==> config.mk <==
export PLATFORM = sky130hd
export DESIGN_NAME = adsr_envelope_flat
export DESIGN_NICKNAME = d
export VERILOG_FILES = /design/src/rtl/adsr_envelope_if.sv /design/src/rtl/adsr_envelope.sv /design/src/flat_wrapper.sv
export SDC_FILE = /design/constraint.sdc
export NUM_CORES = 1
export LEC_CHECK = 0
export ABC_AREA = 1
export ABC_CLOCK_PERIOD_IN_PS = 3600
export CORE_MARGIN = 4
export CORE_UTILIZATION = 24
export CTS_CLUSTER_DIAMETER = 50
export DETAILED_ROUTE_END_ITERATION = 8
export PLACE_DENSITY = 0.4
export SLEW_MARGIN = 20
export SYNTH_ARGS = -nofsm -noshare
export SYNTH_HDL_FRONTEND = slang
export SYNTH_SLANG_ARGS = --single-unit
export TNS_END_PERCENT = 20
==> constraint.sdc <==
create_clock -name clk -period 3.6 [get_ports clk]
set_input_delay 0.72 -clock clk [delete_from_list [all_inputs] [get_ports clk]]
set_output_delay 0.72 -clock clk [all_outputs]
set_load 0.03 [all_outputs]
==> src/rtl/adsr_envelope_if.sv <==
// Signal bundle between the oscillator/control side and the ADSR envelope block.
interface adsr_envelope_if #(
  parameter int unsigned SAMPLE_W = 4,
  parameter int unsigned ENV_W    = 8
);
  logic                gate;
  logic [ENV_W-1:0]    attack_rate;
  logic [ENV_W-1:0]    decay_rate;
  logic [ENV_W-1:0]    sustain_level;
  logic [ENV_W-1:0]    release_rate;
  logic [SAMPLE_W-1:0] sample_in;
  logic [SAMPLE_W-1:0] amp_out;
  logic [ENV_W-1:0]    env_out;
  logic [2:0]          state_out;

  modport master (
    output gate, attack_rate, decay_rate, sustain_level, release_rate, sample_in,
    input  amp_out, env_out, state_out
  );

  modport slave (
    input  gate, attack_rate, decay_rate, sustain_level, release_rate, sample_in,
    output amp_out, env_out, state_out
  );
endinterface

==> src/rtl/adsr_envelope.sv <==
// ADSR amplitude envelope: gate-driven 8-bit envelope stepped on a prescaled tick,
// scaling the oscillator sample into a registered output.
module adsr_envelope #(
  parameter int unsigned SAMPLE_W = 4,
  parameter int unsigned ENV_W    = 8,
  parameter int unsigned TICK_DIV = 16
) (
  input  logic             clk,
  input  logic             rst,
  adsr_envelope_if.slave   bus
);
  localparam int unsigned CNT_W  = (TICK_DIV > 2) ? $clog2(TICK_DIV) : 1;
  localparam int unsigned PROD_W = SAMPLE_W + ENV_W;
  localparam logic [ENV_W-1:0] ENV_MAX = '1;

  typedef enum logic [2:0] {
    IDLE    = 3'd0,
    ATTACK  = 3'd1,
    DECAY   = 3'd2,
    SUSTAIN = 3'd3,
    RELEASE = 3'd4
  } state_t;

  state_t              state, state_n;
  logic [ENV_W-1:0]    env, env_n;
  logic [CNT_W-1:0]    prescale;
  logic                tick;
  logic                gate_q;
  logic                rise, fall;
  logic [ENV_W:0]      att_sum, dec_diff, rel_diff;
  logic [PROD_W-1:0]   prod;
  logic [SAMPLE_W-1:0] amp;

  assign tick = (prescale == CNT_W'(TICK_DIV - 1));
  assign rise = bus.gate & ~gate_q;
  assign fall = ~bus.gate & gate_q;

  // One extra bit so overflow/borrow is visible before saturating.
  assign att_sum  = {1'b0, env} + {1'b0, bus.attack_rate};
  assign dec_diff = {1'b0, env} - {1'b0, bus.decay_rate};
  assign rel_diff = {1'b0, env} - {1'b0, bus.release_rate};

  assign prod = PROD_W'(bus.sample_in) * PROD_W'(env);

  always_ff @(posedge clk) begin
    if (!rst) begin
      prescale <= '0;
      gate_q   <= 1'b0;
      state    <= IDLE;
      env      <= '0;
      amp      <= '0;
    end else begin
      prescale <= tick ? '0 : prescale + 1'b1;
      gate_q   <= bus.gate;
      state    <= state_n;
      env      <= env_n;
      amp      <= prod[PROD_W-1:ENV_W];
    end
  end

  always_comb begin
    state_n = state;
    env_n   = env;
    case (state)
      IDLE: begin
        if (rise) state_n = ATTACK;
      end
      ATTACK: begin
        if (fall) begin
          state_n = RELEASE;
        end else if (tick) begin
          env_n = att_sum[ENV_W] ? ENV_MAX : att_sum[ENV_W-1:0];
          if (env_n == ENV_MAX) state_n = DECAY;
        end
      end
      DECAY: begin
        // Entering at or below the sustain level settles immediately, tick or not.
        if (fall) begin
          state_n = RELEASE;
        end else if (env <= bus.sustain_level) begin
          env_n   = bus.sustain_level;
          state_n = SUSTAIN;
        end else if (tick) begin
          if (dec_diff[ENV_W] || (dec_diff[ENV_W-1:0] <= bus.sustain_level)) begin
            env_n   = bus.sustain_level;
            state_n = SUSTAIN;
          end else begin
            env_n = dec_diff[ENV_W-1:0];
          end
        end
      end
      SUSTAIN: begin
        if (fall) state_n = RELEASE;
        else      env_n   = bus.sustain_level;
      end
      RELEASE: begin
        if (rise) begin
          state_n = ATTACK;
        end else if (tick) begin
          if (rel_diff[ENV_W] || (rel_diff[ENV_W-1:0] == '0)) begin
            env_n   = '0;
            state_n = IDLE;
          end else begin
            env_n = rel_diff[ENV_W-1:0];
          end
        end
      end
      default: begin
        state_n = IDLE;
        env_n   = '0;
      end
    endcase
  end

  assign bus.env_out   = env;
  assign bus.state_out = state;
  assign bus.amp_out   = amp;
endmodule
==> src/flat_wrapper.sv <==
// flat-port wrapper written by rule: the top's interface ports become plain ports
module adsr_envelope_flat 
#(
  parameter int unsigned SAMPLE_W = 4,
  parameter int unsigned ENV_W    = 8,
  parameter int unsigned TICK_DIV = 16
)
  (clk, rst, bus_gate, bus_attack_rate, bus_decay_rate, bus_sustain_level, bus_release_rate, bus_sample_in, bus_amp_out, bus_env_out, bus_state_out);
  adsr_envelope_if #(.SAMPLE_W(SAMPLE_W), .ENV_W(ENV_W)) bus_i ();
  input  logic clk;
  input  logic rst;
  input wire logic [$bits(bus_i.gate)-1:0] bus_gate;
  input wire logic [$bits(bus_i.attack_rate)-1:0] bus_attack_rate;
  input wire logic [$bits(bus_i.decay_rate)-1:0] bus_decay_rate;
  input wire logic [$bits(bus_i.sustain_level)-1:0] bus_sustain_level;
  input wire logic [$bits(bus_i.release_rate)-1:0] bus_release_rate;
  input wire logic [$bits(bus_i.sample_in)-1:0] bus_sample_in;
  output wire logic [$bits(bus_i.amp_out)-1:0] bus_amp_out;
  output wire logic [$bits(bus_i.env_out)-1:0] bus_env_out;
  output wire logic [$bits(bus_i.state_out)-1:0] bus_state_out;
  assign bus_i.gate = bus_gate;
  assign bus_i.attack_rate = bus_attack_rate;
  assign bus_i.decay_rate = bus_decay_rate;
  assign bus_i.sustain_level = bus_sustain_level;
  assign bus_i.release_rate = bus_release_rate;
  assign bus_i.sample_in = bus_sample_in;
  assign bus_amp_out = bus_i.amp_out;
  assign bus_env_out = bus_i.env_out;
  assign bus_state_out = bus_i.state_out;
  adsr_envelope #(.SAMPLE_W(SAMPLE_W), .ENV_W(ENV_W), .TICK_DIV(TICK_DIV)) u_core (.clk(clk), .rst(rst), .bus(bus_i));
endmodule
==> results of run 1 <==
==> timing repair <==
action	4_1_cts	5_1_grt
pin swaps	1	21
setup buffers	0	2
endpoints found under the setup margin	6	13
resized for setup	4	49
hold endpoints to repair	0	0
==> Yosys cell counts (2+ instances only) <==
library cell	n	area, um^2
fa_1	14	280.3
clkbuf_1	2	7.510
nor2_1	34	127.6
nor2_4	2	22.52
a21boi_0	2	15.01
dfxtp_1	20	400.4
nand2_2	17	106.4
nand2_1	154	578.1
a22oi_1	5	37.54
nand3b_1	3	22.52
inv_1	108	405.4
inv_2	8	30.03
xor2_1	6	52.55
and2_1	2	12.51
nand3_2	3	30.03
a31oi_1	2	12.51
nor2_2	3	18.77
a21oi_1	37	185.2
nand3_1	53	265.3
nand4_1	9	56.30
a21oi_4	3	48.80
o21a_1	5	37.54
o21bai_1	4	30.03
ha_1	55	688.2
o21ai_1	4	20.02
o21ai_0	5	25.02
==> sequential cells by signal (all words and copies together), names as in the netlist <==
signal and count:
u_core.bus.state_out 3, u_core.bus.amp_out 4, u_core.prescale 4, u_core.gate_q 1, u_core.bus.env_out 8
==> per-stage QoR <==
step                util (%)  setup TNS, ns  total power [W]
finish                 33.87              0         0.002006
global route           33.87        -0.3761         0.002211
CTS                    32.56      -0.002172         0.001944
detailed placement     31.85         -3.624         0.001626
global placement       31.85         -2.679         0.001625
floorplan                  -              0         0.001170
==> placed cells by master, fill, tap and decap left out, drive strengths merged <==
cell | netlist | layout
clkdlybuf4s50 | 0 | 48
fa | 14 | 14
nand3 | 57 | 57
xor2 | 6 | 6
nor2 | 39 | 39
ha | 55 | 55
clkinv | 1 | 1
dlymetal6s2s | 0 | 2
and2 | 2 | 2
a21o | 1 | 1
a31oi | 2 | 2
nand4 | 10 | 10
xnor2 | 1 | 1
a21oi | 41 | 41
buf | 2 | 40
bufinv | 0 | 1
o21bai | 4 | 4
dfxtp | 20 | 20
a22oi | 5 | 5
clkbuf | 2 | 6
o21ai | 10 | 10
inv | 116 | 116
nand2 | 172 | 172
a21boi | 2 | 2
o211ai | 1 | 1
nand3b | 3 | 3
nor3 | 3 | 3
or2 | 3 | 3
o21a | 5 | 5
==> routing by layer <==
metal  wire length (um)  vias up  track usage, %  share of wire (%)
met2               5295       74           22.46                 46
met4                114        0           2.334               0.98
met5                  0        -               0                  0
li1                   -     2033               -                  -
met1               5660     1759           18.83                 49
met3                508       10           1.870                4.4
==> worst max-delay path by stage <==
stage,start,to,slack (ns)
final,bus_decay_rate[6],u_core.bus.env_out[6],0.15
after global placement,bus_sample_in[2],u_core.bus.amp_out[3],-0.38
after detailed placement,bus_sample_in[2],u_core.bus.amp_out[3],-0.38
after global routing,bus_decay_rate[1],u_core.bus.env_out[6],-0.08
after floorplan,bus_sample_in[3],u_core.bus.amp_out[3],0.22
after CTS,bus_decay_rate[0],u_core.bus.env_out[0],-0.002
==> worst reg2reg max path, stage by stage (launching register included) <==
cell and delay, ns:
dfxtp_1 0.63, nand2_1 0.16, fa_1 0.56, inv_1 0.06, fa_1 0.41, ha_1 0.31
a21oi_1 0.14, nor2_1 0.05, nor2_1 0.12, a21oi_1 0.11, or2_1 0.23, nand2_1 0.08
nand2_1 0.07, o21ai_1 0.11, a21oi_1 0.05
==> power by group through the flow <==
stage                     Sequential (W)  Clock (W)  Combinational, W
after global routing            0.000329   0.000322           0.00156
after global placement          0.000327          0           0.00130
after floorplan                 0.000377          0          0.000793
after detailed placement        0.000327          0           0.00130
after CTS                       0.000323   0.000313           0.00131
final                           0.000322   0.000305           0.00138
==> cell type report <==
type	count	area (um^2)
well taps	184	230.2
flip-flops and latches	20	400.4
multi-input cells	436	2994
clock buffers	3	75.07
fillers	1608	9757
repair buffers	93	828.3
clock inverters	1	30.03
inverters	117	439.2
==> cells by family after synthesis <==
kind of cell    Yosys count  synth area share (%)
xor+xnor                  7                 1.667
compound gates           71                 12.08
simple gates            289                 36.44
fa+ha+maj                69                 26.34
buf+inv                 121                 12.59
flops                    20                 10.89
==> summary.md, run 1 <==
| Metric | Value |
|---|---|
| Status | finished clean |
| Pin count of the biggest net entering global routing | 13 |
| Area growth from synthesis to layout | 35.90% |
| Fin Clk Skew | 0.001313 ns |
| Worst reg-to-reg setup slack | ~0.41 ns |
| CTS tree | yes |
| Worst setup margin | 0.1528 ns |
| DR WL/cell | about 14 um |
| CTS H-tree depth | 1 |
| Synth Instances | a little under 600 |
| Worst setup EP type | flip-flop |
| CP arrival | about 3.6 ns |
| CP max FO | 8 |
| Yosys warns | 0 |
| Vias/cell | between 4 and 5 |
| Residual DRC count | 0 |
| Post-DP HPWL | approximately 10000 um |
| Final Instance Area | 0.004997 mm^2 |
| MaxCap Viol Count | 0 |
| Worst rel slew slack | about 64% |
| Avg Cell Area, Syn | roughly 6.4 um^2 |
| Die H | about 130 um |
| Clk slew on worst S/H paths | around 0.060 ns |
| Initial antenna violation count | 0 |
| Final nets | a little under 800 |
| Cts hold-fix bufs | 0 |
| Hold Crit Depth | 1 |
| Router iterations before antenna repair | 4 |
| Most used cell, CP | nand2_1 |
| Row count | between 40 and 50 |
| Layout cells sized above 1 | 19.10% |
| Final setup viols | 0 |
| Achievable Freq | slightly below 300 MHz |
| Share of the yosys chip area belonging to registers | between 10% and 20% |
| CP Launch Type | input port |
| Final worst path period share | 95.76% |
| Fin Hold WS | approximately 0.45 ns |
| CP Class | in2reg |
| Post-Syn Nets | 685 |
| Combinational share of power | 68.7% |
| Max incr delay on CP | 0.45 ns |
| Port buffer count | 53 |
| Leakage power | about 2.7 nW |
| Routability Congestion | 0.8353 |
| Switching share of power | between 40% and 50% |
| EDFF count, synth | 0 |
| Fin crit period | 3.447 ns |
| First-pass GRT wire length | between 15000 and 20000 um |
| CP top delay family | simple AND/OR/NAND/NOR gates |
| Critical Path RT | roughly 3.8 ns |
| Core area | between 0.01 and 0.015 mm^2 |
| Die ar. | 0.01737 mm^2 |
| Maximum clock insertion buffer count | 2 |
| Placed insts | between 800 and 900 |
| Layout Cells excl Fill | about 850 |
| Ys async rst share | 0% |
| Slew @ Worst Pin | 0.5343 ns |
| Synth cell types | 43 |
| Endpoints failing hold | 0 |
| Cell Area, Synth | roughly 0.0037 mm^2 |
| Worst Hold End | u_core.prescale[0] |
| DR iter-0 viols | around 180 |
| P_sw | between 0.0009 and 0.001 W |
| Power per cell area | ~400 mW/mm^2 |
| Num Clock Sinks | 20 |
| Worst slack, placed | -0.3792 ns |
| Worst-Skew Late Latency | between 0.2 and 0.3 ns |
| Via count | roughly 3900 |
| Hold Crit Start | u_core.prescale[0] |
| Final WL | between 10000 and 15000 um |
| Post-route ant nets | 0 |
| GRT Overall Usage | 13.48% |
| Starting Density | approximately a quarter |
| Chip width | about 130 um |
| Peak supply drop | about 0.18 mV |
| CTS root buffer | clkbuf_16 |
| Critical Path, Cell by Cell | clkdlybuf4s50_1 > inv_1 > ha_1 > a21oi_1 > a21boi_0 > nand2_1 > xor2_2 > inv_1 > ha_1 > nand2_2 > nor2_2 > nand2_1 > nand2_2 > nand2_2 > nor2_4 > nand2_4 > nand2_1 > nand3_1 > nand3_1 > nand2_1 > a21oi_2 |
| Reg2reg end | u_core.bus.amp_out[3] |
| Unrepaired setup endpoints after global routing | yes |
| Worst path buffer plus inverter count | 3 |
| Placed Area | 0.004700 mm^2 |
| Stages on worst setup path | 21 |
| Worst r2r src | u_core.bus.env_out[2] |
| Max-slew violations | 0 |
| P_int | about 0.0010 W |
| Part of the power in the clock network | between 10% and 20% |
| Most used DFF post-synth | dfxtp_1 |
| Cts bufs inserted | 3 |
| Global route overflow | 0 |
| ANT cells | 0 |
| Slowest cell on crit path | clkdlybuf4s50_1 |
| Vias in the first global route | slightly above 4000 |
| Seq cells post-synth | 20 |
| Sequential power share | between 15 and 20% |
| R2R depth | 14 |
| Hold Crit Class | reg2reg |
| # IOs | 54 |
Note: power is estimated with default switching activity, not from simulation.
==> inputs of run 2 (changes only) <==
--- a/config.mk
+++ b/config.mk
@@ -12,6 +12,7 @@
 export CTS_CLUSTER_DIAMETER = 50
 export DETAILED_ROUTE_END_ITERATION = 8
 export PLACE_DENSITY = 0.4
+export SKIP_LAST_GASP = 1
 export SLEW_MARGIN = 20
 export SYNTH_ARGS = -nofsm -noshare
 export SYNTH_HDL_FRONTEND = slang
==> summary.md, run 2 (same netlist as run 1, synthesis figures left out) <==
| Metric | Value |
|---|---|
| Status | finished clean |
| Max-slew violations | 0 |
| CTS tree | yes |
| Sequential power share | between 15 and 20% |
| # IOs | 54 |
| Clk slew on worst S/H paths | approximately 0.060 ns |
| Critical Path, Cell by Cell | clkdlybuf4s50_1 > inv_1 > ha_1 > a21oi_1 > a21boi_0 > nand2_1 > xor2_2 > inv_1 > ha_1 > nand2_2 > nor2_2 > nand2_1 > nand2_2 > nand2_2 > nor2_4 > nand2_4 > nand2_1 > nand3_1 > nand3_1 > nand2_1 > a21oi_2 |
| CTS H-tree depth | 1 |
| Most common cell after layout, fill and taps aside | nand2_1 |
| Most frequent cells in the layout | nand2_1, inv_1, ha_1 |
| CP arrival | 3.63 ns |
| Worst setup margin | approximately 0.15 ns |
| P_int | between 0.001 and 0.0015 W |
| Critical Path RT | about 3.8 ns |
| Final nets | 779 |
| Worst setup EP type | flip-flop |
| DR WL/cell | between 10 and 15 um |
| Combinational share of power | ~70% |
| Num Clock Sinks | 20 |
| Final WL | between 10000 and 15000 um |
| Post-DP HPWL | 9753 um |
| Maximum clock insertion buffer count | 2 |
| Peak supply drop | roughly 0.18 mV |
| Hold Crit Class | reg2reg |
| Worst rel slew slack | 64.16% |
| Post-layout power | about 0.002 W |
| Pin count of the biggest net entering global routing | 13 |
| Placed insts | about 850 |
| Worst slack, placed | -0.3792 ns |
| Layout cells sized above 1 | around a fifth |
| Via count | 3871 |
| CTS root buffer | clkbuf_16 |
| Port buffer count | 53 |
| Max incr delay on CP | ~0.45 ns |
| Fillers | approximately 1600 |
| Max reg flops | 8 |
| Die H | around 130 um |
| Core area | approximately 0.015 mm^2 |
| Unrepaired setup endpoints after global routing | yes |
| Fin Hold WS | about 0.45 ns |
| Router iterations before antenna repair | 4 |
| Part of the power in the clock network | 15.2% |
| Leakage power | around 2.7 nW |
| CP max FO | 8 |
| Endpoints failing hold | 0 |
| Fin Setup TNS | 0 ns |
| Chip width | about 130 um |
| CP Launch Type | input port |
| Fin Clk Skew | between 0.001 and 0.0015 ns |
| Final worst path period share | between 90% and 100% |
| Worst-Skew Late Latency | 0.25 ns |
| MaxCap Viol Count | 0 |
| GRT Overall Usage | a little over an eighth |
| Fin crit period | about 3.5 ns |
| Global route overflow | 0 |
| Vias/cell | between 4 and 5 |
| Initial antenna violation count | 0 |
| DR iter-0 viols | around 180 |
| P_sw | between 0.0009 and 0.001 W |
| First-pass GRT wire length | approximately 20000 um |
| CP Class | in2reg |
| Cts hold-fix bufs | 0 |
| Post-route ant nets | 0 |
| Most used cell, CP | nand2_1 |
| Row count | 44 |
| Area growth from synthesis to layout | 35.90% |
| Die ar. | roughly 0.017 mm^2 |
| Starting Density | 24.92% |
| Slowest cell on crit path | clkdlybuf4s50_1 |
| Final setup viols | 0 |
| Achievable Freq | 289.7 MHz |
| Vias in the first global route | about 4000 |
| Routability Congestion | between 0.8 and 0.9 |
| Slew @ Worst Pin | approximately 0.53 ns |
| Layout Cells excl Fill | between 800 and 900 |
| Power per cell area | between 400 and 500 mW/mm^2 |
| Switching share of power | between 40% and 50% |
| Residual DRC count | 0 |
| ANT cells | 0 |
| Cts bufs inserted | 3 |
[run 2: cell counts in the layout (fill, tap and decap cells not counted)]
No cell type changed its count.
[run 2: metrics by stage]
step	util, %	area [um^2]
2_1_floorplan	-	3677
3_3_place_gp	31.85	4700
5_1_grt	33.87	4997
4_1_cts	32.54	4801
6_report	33.87	4997
3_5_place_dp	31.85	4700
[run 2: cell type report]
class | instances | area [um^2] | share of cell area (%)
timing repair buffer | 93 | 828.3 | 16.57
clock buffer | 3 | 75.07 | 1.502
tap | 184 | 230.2 | 4.607
inverter | 117 | 439.2 | 8.788
multi-input combinational | 436 | 2994 | 59.91
clock inverter | 1 | 30.03 | 0.6009
sequential | 20 | 400.4 | 8.012
[run 2: timing repair]
action | 4_1_cts | 5_1_grt
setup endpoints to repair | 6 | 13
setup buffers | 0 | 2
resized for setup | 3 | 50
cloned | 0 | 0
pin swaps | 0 | 21
[run 2: power by group through the flow]
stage | Sequential (W) | Clock (W) | Combinational, W
after detailed placement | 0.000327 | 0 | 0.00130
final | 0.000322 | 0.000305 | 0.00138
after global routing | 0.000329 | 0.000322 | 0.00156
after floorplan | 0.000377 | 0 | 0.000793
after global placement | 0.000327 | 0 | 0.00130
after CTS | 0.000323 | 0.000313 | 0.00131
[run 2: final timing paths]
kind / from / slack [ns] / end / depth (start not counted)
max: bus_decay_rate[6] / 0.15 / u_core.bus.env_out[6] / 21
min: u_core.prescale[0] / 0.45 / u_core.prescale[0] / 1
max reg2reg: u_core.bus.env_out[2] / 0.41 / u_core.bus.amp_out[3] / 14
min reg2reg: u_core.prescale[0] / 0.45 / u_core.prescale[0] / 1
[run 2: metal layers]
metal	track usage [%]	routed length, um	up-vias
li1	-	-	2033
met1	18.83	5661	1759
met2	22.46	5299	69
met3	1.870	501	10
met4	2.334	114	0
met5	0	0	-
[run 2: worst max-delay path, delay by kind of cell]
| kind | cells | cell delay, ns |
|---|---|---|
| AND/OR/NAND/NOR | 12 | 1.12 |
| adder cells (fa/ha/maj) | 2 | 0.61 |
| buffers and inverters | 3 | 0.55 |
| AO/OA/AOI/OAI | 3 | 0.47 |
| XOR/XNOR | 1 | 0.16 |
==> inputs of run 3 (changes only) <==
--- a/config.mk
+++ b/config.mk
@@ -12,7 +12,6 @@
 export CTS_CLUSTER_DIAMETER = 50
 export DETAILED_ROUTE_END_ITERATION = 8
 export PLACE_DENSITY = 0.4
-export SKIP_LAST_GASP = 1
 export SLEW_MARGIN = 20
 export SYNTH_ARGS = -nofsm -noshare
 export SYNTH_HDL_FRONTEND = slang
==> results of run 3 <==
No change in the layout: final DEF, timing and power equal those of run 1.
==> patch 1: new RTL, settings of run 1 <==
`SAMPLE_W` is set to 4 in 3 places; all go to 3.
--- a/src/rtl/adsr_envelope_if.sv
+++ b/src/rtl/adsr_envelope_if.sv
@@ -1,5 +1,5 @@
 // Signal bundle between the oscillator/control side and the ADSR envelope block.
 interface adsr_envelope_if #(
-  parameter int unsigned SAMPLE_W = 4,
+  parameter int unsigned SAMPLE_W = 3,
   parameter int unsigned ENV_W    = 8
 );
--- a/src/rtl/adsr_envelope.sv
+++ b/src/rtl/adsr_envelope.sv
@@ -2,5 +2,5 @@
 // scaling the oscillator sample into a registered output.
 module adsr_envelope #(
-  parameter int unsigned SAMPLE_W = 4,
+  parameter int unsigned SAMPLE_W = 3,
   parameter int unsigned ENV_W    = 8,
   parameter int unsigned TICK_DIV = 16
--- a/src/flat_wrapper.sv
+++ b/src/flat_wrapper.sv
@@ -2,5 +2,5 @@
 module adsr_envelope_flat 
 #(
-  parameter int unsigned SAMPLE_W = 4,
+  parameter int unsigned SAMPLE_W = 3,
   parameter int unsigned ENV_W    = 8,
   parameter int unsigned TICK_DIV = 16
Ports: changed (resized bus_amp_out and bus_sample_in); port bits go from 54 to 52. The function was not compared with the original's and may differ.
==> patch 1 against run 1 <==
Non-clock buffer count fell by 18. Wire length down 1.1%. Clock skew grew 0.0019 ns. Die area is 3.9% lower. Total power down 4.9%. Register-to-register slack improved by 0.25 ns. Sequential cell count fell by 1. Count of clock-buffer cells in the layout stayed put. Maximum frequency grew 2.1%. Synthesized area down 4.2%. Sequential share of layout area increased by 0.20 points. Cell area down 7.3%. Cell count shrank 0.70%. Worst setup slack better by 0.071 ns.
==> patch 1: results (changes against run 1) <==
stage,metric,value,unit,change
run_status,outcome,completed,,
synthesis,Area contributors post-synth,"nand2_1, ha_1, inv_1",,
timing,skew final,0.00323,ns,+0.00191 ns
placed_design,Placed Instances,843,,-0.59%
global_routing,first-pass GRT wire length,18.2,mm,-7.0%
global_routing,Total GRT Usage,0.135,,+0.000207
placed_design,routability cong.,0.883,,+5.7%
drt,DRT iter0 DRCs,238,,+30%
synthesis,Mapped Avg Cell Area,5.98,µm²,-6.1%
global_routing,met2 Use GR,0.237,,+0.0122
cts,Clock transition at path regs,0.06,ns,about the same
drt,Detailed Route WL,11.5,mm,-1.1%
global_routing,vias in the first global route,3690,,-8.3%
pwr,switching pwr,988,µW,+1.3%
global_routing,pin count of the biggest net entering global routing,12,,-1
placed_design,port bufs,51,,-3.8%
drt,WL met2,5.34,mm,+0.83%
drt,met1 WL,5.39,mm,-4.7%
timing,Worst Tran Pin Value,0.478,ns,-0.0563 ns
drt,DR vias/cell,4.51,,-0.54%
cts,"Gates resized, CTS repair",0,,-4
synthesis,sequential fraction of the synthesis area,0.108,,-0.000964
layout,layout cells sized above 1,0.128,,-0.0630
pwr,combinational share of power,0.722,,+0.035
layout,Finished Layout Cells,848,,-0.70%
global_routing,grt met3 use,0.0165,,-0.00221
layout,Final #Nets,761,,-2.3%
drt,Met3 Wirelength,480,µm,-5.5%
pwr,P_seq,299,µW,-7.1%
synthesis,"top cells by count, synth","nand2_1, inv_1, nand3_1, ha_1, nor2_1",,
placed_design,Post-DP HPWL,9.51,mm,-2.5%
worst_setup_path,Crit path largest cell delay,0.47,ns,+0.02 ns
pwr,worst IR drop on VDD,140,µV,-21%
pwr,Pleak,0.00250,µW,-6.3%
placed_design,Area after DPL,4420,µm²,-5.9%
synthesis,distinct cell type count of the synthesized netlist,38,,-12%
[patch 1: area by class of cell]
class,instances,area [µm²]
clock buffers,3,75.1
clock inverters,1,5.00
fillers,1654,9850
inverters,130,488
multi-input cells,436,2760
flip-flops and latches,19,380
well taps,184,230
repair buffers,75,697
[patch 1: worst paths after layout]
path                              start                     to  slack, ns  cells past startpoint
setup / recovery      bus_decay_rate[4]  u_core.bus.env_out[4]       0.22                     20
hold / removal       u_core.prescale[0]     u_core.prescale[0]       0.45                      1
setup reg to reg  u_core.bus.env_out[0]  u_core.bus.env_out[4]       0.66                     20
hold reg to reg      u_core.prescale[0]     u_core.prescale[0]       0.45                      1
[patch 1: cell families (layout without fill, tap and decap cells)]
kind of cell / Yosys count / after routing / synth area share
xor+xnor: 6 / 6 / 0.0149
simple gates: 312 / 312 / 0.398
compound gates: 60 / 60 / 0.110
fa+ha+maj: 58 / 58 / 0.225
buf+inv: 134 / 209 / 0.143
flops: 19 / 19 / 0.108
==> patch 2: new RTL, settings of run 1 <==
Without the edit above. Make the reset (`rst`) asynchronous in one clocked block.
--- a/src/rtl/adsr_envelope.sv
+++ b/src/rtl/adsr_envelope.sv
@@ -43,5 +43,5 @@
   assign prod = PROD_W'(bus.sample_in) * PROD_W'(env);
 
-  always_ff @(posedge clk) begin
+  always_ff @(posedge clk or negedge rst) begin
     if (!rst) begin
       prescale <= '0;
Behaviour: differs if rst is asserted again (counterexample within 4 cycles, from zero or initial values and one cycle with rst low); with rst held inactive, the same outputs for 10 cycles.
==> patch 2 against run 1 <==
Sequential power increased by 34%. Critical path type unchanged. Synthesized area increased by 0.20%. Sequential share of layout area increased by 2.0 points. First-iteration DRC count decreased by 49%. Maximum frequency increased by 1.2%. Wire length decreased by 2.4%. Largest power group unchanged. Cell area decreased by 0.10%. Total power increased by 66%. Sequential cell count unchanged. Worst setup slack improved by 0.040 ns.
==> patch 2: results (changes against run 1) <==
stage,metric,value,unit,change
hold_path,Hold Path Class,input pin to asynchronous set/reset pin,,
timing,skew final,0.00262,ns,+0.00130 ns
synthesis,Mapped Avg Cell Area,6.34,µm²,-0.49%
drt,DR vias/cell,4.45,,-1.9%
placed_design,Area after DPL,4650,µm²,-1.1%
synthesis,sequential fraction of the synthesis area,0.136,,+0.0269
global_routing,vias in the first global route,3918,,-2.6%
synthesis,Post-Synth Adder-Cell Area,0.263,,-0.000537
drt,DR pass1 iterations,4,,unchanged
worst_setup_path,CP Max Fanout,4,,-4
layout,layout cells sized above 1,0.137,,-0.0540
synthesis,Synth Area in Compound Gates,0.0964,,-0.0244
drt,DRT iter0 DRCs,94,,-49%
global_routing,Total GRT Usage,0.132,,-0.00308
synthesis,Yosys warnings,0,,unchanged
synthesis,number of synthesized flops with an enable pin,0,,unchanged
drt,Detailed Route WL,11.3,mm,-2.4%
run_status,outcome,completed,,
synthesis,Area contributors post-synth,"ha_1, nand2_1, dfrtp_1",,
worst_setup_path,worst path arrival time,3.56,ns,-0.07 ns
pwr,Pleak,0.00292,µW,+9.5%
timing,Worst Tran Pin Value,0.669,ns,+0.134 ns
layout,max reg flops,8,,unchanged
synthesis,"top cells by count, synth","nand2_1, inv_1, nand3_1, ha_1, a21oi_1",,
placed_design,Post-DP HPWL,9.55,mm,-2.1%
placed_design,routability cong.,0.797,,-4.6%
synthesis,main flop type after synthesis,dfrtp_1,,
pwr,worst IR drop on VDD,290,µV,+63%
synthesis,asr flop ratio synth,1.00,,+1.00
drt,Via Count,3795,,-2.1%
pwr,Internal,1540,µW,+50%
layout,n_diodes,0,,unchanged
cts,latest clock arrival within the worst-skew pair,0.26,ns,
synthesis,distinct cell type count of the synthesized netlist,33,,-23%
cts,clk root buf,clkbuf_16,,
synthesis,Post-Syn Nets,689,,+0.58%
placed_design,Placed Instances,847,,-0.12%
global_routing,pin count of the biggest net entering global routing,21,,+8
cts,Clock transition at path regs,0.06,ns,about the same
synthesis,Synth Area in XOR/XNOR,0.0309,,+0.0142
worst_setup_path,crit path max-delay cell type,clkdlybuf4s50_1,,
layout,Final #Nets,773,,-0.77%
global_routing,first-pass GRT wire length,19.1,mm,-2.5%
-- patch 2: cell count changes in the layout (fill, tap and decap cells not counted), moves of 13 or more --
cell	delta
nor2_1	-14
nand2_1	+35
dfxtp_1	-20
inv_1	+20
dfrtp_1	+20
nand2_2	-21
buf_4	-13
-- patch 2: metal layers --
layer,part of all wire,up-vias,global-route usage
li1,-,1997,-
met1,0.47,1735,0.179
met2,0.47,58,0.227
met3,0.045,5,0.0126
met4,0.0088,0,0.0280
met5,0,-,0
-- patch 2: cell families (layout without fill, tap and decap cells) --
| kind of cell | count (synthesis) | count (layout) |
|---|---|---|
| flip-flops | 20 | 20 |
| AO/OA/AOI/OAI | 55 | 55 |
| buffers and inverters | 136 | 219 |
| adder cells (fa/ha/maj) | 69 | 69 |
| XOR/XNOR | 13 | 13 |
| AND/OR/NAND/NOR | 288 | 288 |
-- patch 2: path summary, 6_finish.rpt --
kind	start	to	slack, ns	cells past startpoint
max	bus_decay_rate[2]	u_core.bus.env_out[6]	0.19	23
min	rst	u_core.bus.amp_out[1]	0.41	1
max reg2reg	u_core.bus.env_out[4]	u_core.bus.amp_out[3]	0.39	13
min reg2reg	u_core.prescale[1]	u_core.prescale[1]	0.50	1
max in group asynchronous	rst	u_core.bus.env_out[1]	2.84	1
min in group clk	u_core.prescale[1]	u_core.prescale[1]	0.50	1
-- patch 2: what timing repair did --
action / 4_1_cts / 5_1_grt
pin swaps: 0 / 22
setup buffers: 0 / 1
gates resized for setup: 2 / 50
setup endpoints to repair: 1 / 14
endpoints found under the hold margin: 0 / 0
hold buffers: 0 / 0
-- patch 2: metrics by stage --
| stage | setup WS (ns) | TNS, ns | hold WS, ns |
|---|---|---|---|
| after floorplan | 0.340 | 0 | 0.424 |
| after global placement | -0.291 | -2.26 | 0.479 |
| after detailed placement | -0.334 | -3.01 | 0.483 |
| after CTS | 0.0183 | 0 | 0.497 |
| after global routing | -0.0358 | -0.118 | 0.448 |
| final | 0.193 | 0 | 0.413 |
-- patch 2: power groups by stage --
| stage | Sequential [µW] | Combinational [µW] | Clock, µW |
|---|---|---|---|
| after floorplan | 505 | 1490 | 0 |
| after global placement | 444 | 2410 | 0 |
| after detailed placement | 437 | 2410 | 0 |
| after CTS | 434 | 2430 | 325 |
| after global routing | 450 | 2970 | 334 |
| final | 433 | 2590 | 320 |
-- patch 2: cell type report --
class | count | area (µm²)
Fill cell | 1646 | 10200
Multi-Input combinational cell | 425 | 2900
Timing Repair Buffer | 81 | 753
Inverter | 134 | 503
Sequential cell | 20 | 500
Clock buffer | 3 | 75.1
Tap cell | 188 | 235
Clock inverter | 1 | 30.0
